**config.mk**
```make
export PLATFORM = sky130hd
export DESIGN_NAME = stopwatch_ctrl
export DESIGN_NICKNAME = d
export VERILOG_FILES = /design/src/rtl/stopwatch_pkg.sv /design/src/rtl/stopwatch_ctrl_debounce.sv /design/src/rtl/stopwatch_ctrl.sv
export SDC_FILE = /design/constraint.sdc
export NUM_CORES = 1
export LEC_CHECK = 0
export BUFFER_PORTS_ARGS = -buffer_cell sky130_fd_sc_hd__buf_2
export CORE_MARGIN = 2
export CORE_UTILIZATION = 53
export DETAILED_ROUTE_END_ITERATION = 16
export GPL_TIMING_DRIVEN = 1
export MAX_ROUTING_LAYER = met4
export PLACE_DENSITY_LB_ADDON = 0.05
export SLEW_MARGIN = 20
export SYNTH_ARGS = -nofsm -noshare
export SYNTH_HDL_FRONTEND = slang
export SYNTH_HIERARCHICAL = 1
export SYNTH_SLANG_ARGS = --single-unit
```
**constraint.sdc**
```tcl
create_clock -name C -period 2.2 [get_ports C]
set_clock_uncertainty 0.15 [all_clocks]
set_input_delay 0.22 -clock C [delete_from_list [all_inputs] [get_ports C]]
set_output_delay 0.22 -clock C [all_outputs]
set_load 0.005 [all_outputs]
```
**src/rtl/stopwatch_pkg.sv**
```systemverilog
// Shared definitions for the stopwatch controller.
// Holds the FSM state encodings, which also drive STATE_LED, and the default
// debounce length.
package stopwatch_pkg;

  typedef enum logic [1:0] {
    ST_IDLE = 2'b00,
    ST_RUN  = 2'b01,
    ST_LAP  = 2'b10,
    ST_STOP = 2'b11
  } state_t;

  localparam int unsigned DEB_CYCLES_DEFAULT = 1024;
  localparam int unsigned DEB_CNT_W          = 16;

endpackage

```
**src/rtl/stopwatch_ctrl_debounce.sv**
```systemverilog
// debounce: 2-flop synchroniser, stability-counter debouncer and rising-edge
// press detector for one raw push button.
//   C      : system clock (rising edge)
//   CLR    : synchronous active-high reset
//   RAW    : asynchronous, bouncing button input (high = pressed)
//   LEVEL  : debounced button level
//   PRESS  : one-cycle pulse in the cycle in which LEVEL is about to rise
module debounce
  import stopwatch_pkg::*;
#(
  parameter int unsigned DEB_CYCLES = DEB_CYCLES_DEFAULT
) (
  input  logic C,
  input  logic CLR,
  input  logic RAW,
  output logic LEVEL,
  output logic PRESS
);

  localparam logic [DEB_CNT_W-1:0] CNT_LIMIT = DEB_CNT_W'(DEB_CYCLES);

  logic                 sync1_q, sync1_d;
  logic                 sync2_q, sync2_d;
  logic                 level_q, level_d;
  logic [DEB_CNT_W-1:0] cnt_q, cnt_d;
  logic                 press;

  always_comb begin
    sync1_d = RAW;
    sync2_d = sync1_q;
    level_d = level_q;
    cnt_d   = cnt_q;
    press   = 1'b0;
    if (sync2_q == level_q) begin
      cnt_d = '0;
    end else if (cnt_q >= CNT_LIMIT) begin
      // Accept the new level; PRESS is combinational so the FSM updates on
      // the same edge at which LEVEL rises.
      level_d = sync2_q;
      cnt_d   = '0;
      press   = sync2_q;
    end else if (cnt_q != '1) begin
      cnt_d = cnt_q + 1'b1;
    end
  end

  always_ff @(posedge C) begin
    if (CLR) begin
      sync1_q <= 1'b0;
      sync2_q <= 1'b0;
      level_q <= 1'b0;
      cnt_q   <= '0;
    end else begin
      sync1_q <= sync1_d;
      sync2_q <= sync2_d;
      level_q <= level_d;
      cnt_q   <= cnt_d;
    end
  end

  assign LEVEL = level_q;
  assign PRESS = press;

endmodule

```
**src/rtl/stopwatch_ctrl.sv**
```systemverilog
// stopwatch_ctrl: start/stop + lap/reset controller for a BCD stopwatch.
//   C         : system clock (rising edge)
//   CLR       : synchronous active-high reset
//   BTN_SS    : raw start/stop button
//   BTN_LR    : raw lap/reset button
//   CE        : count enable to the display counter (RUN, LAP)
//   CNT_CLR   : one-cycle counter clear on STOP->IDLE
//   HOLD      : display freeze in LAP and in STOP entered from LAP
//   STATE_LED : current state encoding
module stopwatch_ctrl
  import stopwatch_pkg::*;
#(
  parameter int unsigned DEB_CYCLES = DEB_CYCLES_DEFAULT
) (
  input  logic       C,
  input  logic       CLR,
  input  logic       BTN_SS,
  input  logic       BTN_LR,
  output logic       CE,
  output logic       CNT_CLR,
  output logic       HOLD,
  output logic [1:0] STATE_LED
);

  logic   ss_press, lr_press;
  logic   ss_level_unused, lr_level_unused;

  state_t state_q, state_d;
  logic   ce_q, ce_d;
  logic   hold_q, hold_d;
  logic   cnt_clr_q, cnt_clr_d;

  debounce #(.DEB_CYCLES(DEB_CYCLES)) u_deb_ss (
    .C     (C),
    .CLR   (CLR),
    .RAW   (BTN_SS),
    .LEVEL (ss_level_unused),
    .PRESS (ss_press)
  );

  debounce #(.DEB_CYCLES(DEB_CYCLES)) u_deb_lr (
    .C     (C),
    .CLR   (CLR),
    .RAW   (BTN_LR),
    .LEVEL (lr_level_unused),
    .PRESS (lr_press)
  );

  always_comb begin
    state_d = state_q;
    unique case (state_q)
      ST_IDLE: if (ss_press) state_d = ST_RUN;
      ST_RUN: begin
        if (ss_press)      state_d = ST_STOP;
        else if (lr_press) state_d = ST_LAP;
      end
      ST_LAP: begin
        if (ss_press)      state_d = ST_STOP;
        else if (lr_press) state_d = ST_RUN;
      end
      ST_STOP: begin
        // Reset wins over restart here only.
        if (lr_press)      state_d = ST_IDLE;
        else if (ss_press) state_d = ST_RUN;
      end
      default: state_d = ST_IDLE;
    endcase

    ce_d = (state_d == ST_RUN) || (state_d == ST_LAP);

    // HOLD in STOP remembers whether STOP was entered from LAP.
    hold_d = 1'b0;
    if (state_d == ST_LAP) begin
      hold_d = 1'b1;
    end else if (state_d == ST_STOP) begin
      if (state_q == ST_LAP)       hold_d = 1'b1;
      else if (state_q == ST_STOP) hold_d = hold_q;
    end

    cnt_clr_d = (state_q == ST_STOP) && (state_d == ST_IDLE);
  end

  always_ff @(posedge C) begin
    if (CLR) begin
      state_q   <= ST_IDLE;
      ce_q      <= 1'b0;
      hold_q    <= 1'b0;
      cnt_clr_q <= 1'b0;
    end else begin
      state_q   <= state_d;
      ce_q      <= ce_d;
      hold_q    <= hold_d;
      cnt_clr_q <= cnt_clr_d;
    end
  end

  assign CE        = ce_q;
  assign CNT_CLR   = cnt_clr_q;
  assign HOLD      = hold_q;
  assign STATE_LED = state_q;

endmodule

```
==> qor.yml <==
run:
  max_cap_violations: 0
clocking:
  worst_setup_hold_path_clk_slew_ns: 0.12
  worst_skew_pair.late_latency_ns: 0.34
  tritoncts_clock_tree: "built"
  cts-htree-levels: 2
  ctsRootBufferMaster: "sky130_fd_sc_hd__clkbuf_4"
  cts.sinks: 43
  tritoncts.num_buffers: 5
  clockBufferDepth: 2
yosys:
  yosys_most_used_dff: "sky130_fd_sc_hd__dfxtp_1"
  edff_count_synth: 0
  synth_cells: 176
  synth-warning-count: 6
  synth.avg_cell_area_um2: 9.93
  yosys_register_bits: 43
  synth-seq-area-share_pct: 49.2
  post_synth_instance_area_um2: 1750
  async_flop_share_pct: 0
  yosys.cell_types.count: 36
placed_design:
  globalplace.congestion: 0.833
  dpl.hpwl_mm: 2.23
  port_buffers: 8
  placed_cells_incl_taps: 242
  post-place-ws_ns: -0.0956
  placed_area_um2: 1930
grt:
  grt_start_max_net_pins: 16
  grt_use_total_pct: 20.0
  antenna_found_initial: 0
  wire_length_of_the_first_global_routing_pass_mm: 5.34
  grt_pass1_vias: 1260
  global_route.overflow_total: 0
setup_path:
  critical_path_peak_fanout: 3
  worstRegToRegCells: 9
  worstPathRequired_ns: 2.32
  setup_crit_end_kind: "register"
  critical_path_class: "register to register"
  critPathArrivalTime_ns: 2.35
  startpoint_type: "register"
route:
  via_per_inst: 5.48
  dr_total_vias: 1408
  final_antenna_net_count: 0
  first_pass_iters: 4
  wl_per_cell_um: 12.7
  wirelength_mm: 3.27
  drt_first_iter_violations: 68
  post-route-drc-count: 0
timing:
  finalHoldViolations: 0
  postLayoutSetupSlackWorst_ns: -0.0327
  timing.fmax_ghz: 0.448
  finalSetupViolCount: 2
  min_period_over_period_pct: 101
  fin_crit_ns: 2.23
  finalHoldWorstSlack_ns: 0.0568
  finalMaxSlewViolations: 0
  rsz0062_at_grt: "yes"
die:
  pin_count: 9
  floorplan.die.width_um: 61.4
  dieArea_um2: 3770
  initial_utilization_pct: 56.3
  core_area_um2: 3100
  die_h_um: 61.4
  rows: 20
final_layout:
  final_nets: 224
  final_area_um2: 2130
  multi_input_comb_area_um2: 952
  insertedDiodeCount: 0
  layout.filler_cells: 274
  finish.utilization_pct: 68.6
  drive_gt1_share_pct: 21.6
  layout-area-overhead-vs-synth_pct: 21.8
  finalNonFillerCells: 257
  final_cell_mix: "sky130_fd_sc_hd__dfxtp_1, sky130_fd_sc_hd__nor2_1, sky130_fd_sc_hd__o21ai_0, sky130_fd_sc_hd__buf_4"
  area.sequential_um2: 867
  layout.cells.most_common: "sky130_fd_sc_hd__dfxtp_1"
worst_hold_path:
  holdCritPathClass: "input port to register"
  timing.hold.worst_path_depth: 2
power_and_ir_drop:
  power.density_nw_per_um2: 640
  power_frac_comb_pct: 5.8
  power.net_switching_w: 0.000286
  vdd_drop_max_v: 0.000492
  power.leakage_nw: 0.840
  p_int_w: 0.00108
  p_seq_share_pct: 59.7
  clockPowerShare_pct: 34.5
  switching_part_of_the_total_power_pct: 21.0
status:
  failed_checks: "negative setup slack"
  outcome: "complete, but fails checks"
-- final cells by class --
type / count / share of cell area, %
Clock inverter: 1 / 1.41
Tap cell: 44 / 2.59
Inverter: 7 / 1.35
Clock buffer: 6 / 1.94
Multi-Input combinational cell: 134 / 44.7
Timing Repair Buffer: 22 / 7.23
Sequential cell: 43 / 40.7
-- through the flow --
stage,TNS (ns),power (W)
4_1_cts,-0.0880,0.00136
5_1_grt,-0.266,0.00142
3_5_place_dp,-0.119,0.000883
2_1_floorplan,0,0.000860
3_3_place_gp,-0.00472,0.000880
6_report,-0.0527,0.00136
-- worst max-delay path, stage by stage (launching register included) --
cell	delay, ns
sky130_fd_sc_hd__dfxtp_4	0.38
sky130_fd_sc_hd__nor4_4	0.28
sky130_fd_sc_hd__nand2_1	0.10
sky130_fd_sc_hd__and3b_2	0.22
sky130_fd_sc_hd__mux2_4	0.29
sky130_fd_sc_hd__mux2_4	0.28
sky130_fd_sc_hd__inv_4	0.07
sky130_fd_sc_hd__ha_1	0.14
sky130_fd_sc_hd__a21oi_1	0.04
sky130_fd_sc_hd__a311oi_1	0.20
-- cell usage after synthesis (all sizes together), types with 4 or more instances --
master  instances  area share, %
nand2           6            1.3
o21ai          15            4.3
inv             7            1.5
or3             6            2.1
nand4           8            2.9
ha              7            5.0
nor2b           6            2.1
nor2           14            3.2
dfxtp          43             49
and3            4            1.6
nand3           4            1.7
a31oi          10            3.6
a21oi          10            2.9
nor4            6            4.6
-- power by group through the flow --
stage	Combinational [W]	Clock, W	Sequential [W]
final	0.0000792	0.000470	0.000813
after global routing	0.0000894	0.000519	0.000816
after CTS	0.0000686	0.000481	0.000813
after detailed placement	0.0000543	0	0.000828
after global placement	0.0000526	0	0.000827
after floorplan	0.0000341	0	0.000826
-- registers in the layout, indices dropped and copies added, names as in the netlist --
| register | cells |
|---|---|
| u_deb_ss/sync1_q | 1 |
| STATE_LED | 2 |
| u_deb_lr/LEVEL | 1 |
| HOLD | 1 |
| u_deb_ss/sync2_q | 1 |
| CNT_CLR | 1 |
| CE | 1 |
| u_deb_ss/cnt_q | 16 |
| u_deb_lr/cnt_q | 16 |
| u_deb_lr/sync2_q | 1 |
| u_deb_ss/LEVEL | 1 |
| u_deb_lr/sync1_q | 1 |
-- path summary, 6_finish.rpt --
kind,slack [ns],endpoint,start
worst min register to register,0.31,u_deb_lr/sync2_q,u_deb_lr/sync1_q
worst min-delay path,0.06,CE,CLR
worst max register to register,-0.03,HOLD,u_deb_ss/cnt_q[10]
worst max-delay path,-0.03,HOLD,u_deb_ss/cnt_q[10]
-- per-layer routing --
metal / global-route usage (%) / share of wire [%] / vias up
li1: - / - / 713
met5: - / 0 / -
met1: 25.1 / 47 / 666
met2: 30.7 / 48 / 27
met3: 5.67 / 3.8 / 2
met4: 7.29 / 0.73 / 0
-- logic make-up (layout without fill, tap and decap cells) --
family,after synthesis,in the layout,share of synthesized area [%]
AND/OR/NAND/NOR,70,70,26.6
flip-flops,43,43,49.2
AO/OA/AOI/OAI,41,41,13.6
adder cells (fa/ha/maj),7,7,5.01
buffers and inverters,7,36,1.50
multiplexers,4,4,2.65
other,2,10,0.430
XOR/XNOR,2,2,1.00
-- timing repair --
item	CTS	global route
resized for setup	5	8
endpoints found under the hold margin	2	0
endpoints found under the setup margin	2	3
hold buffers	2	0
setup buffers	5	1
pin swaps	3	7
Note: power is estimated with default switching activity, not from simulation.
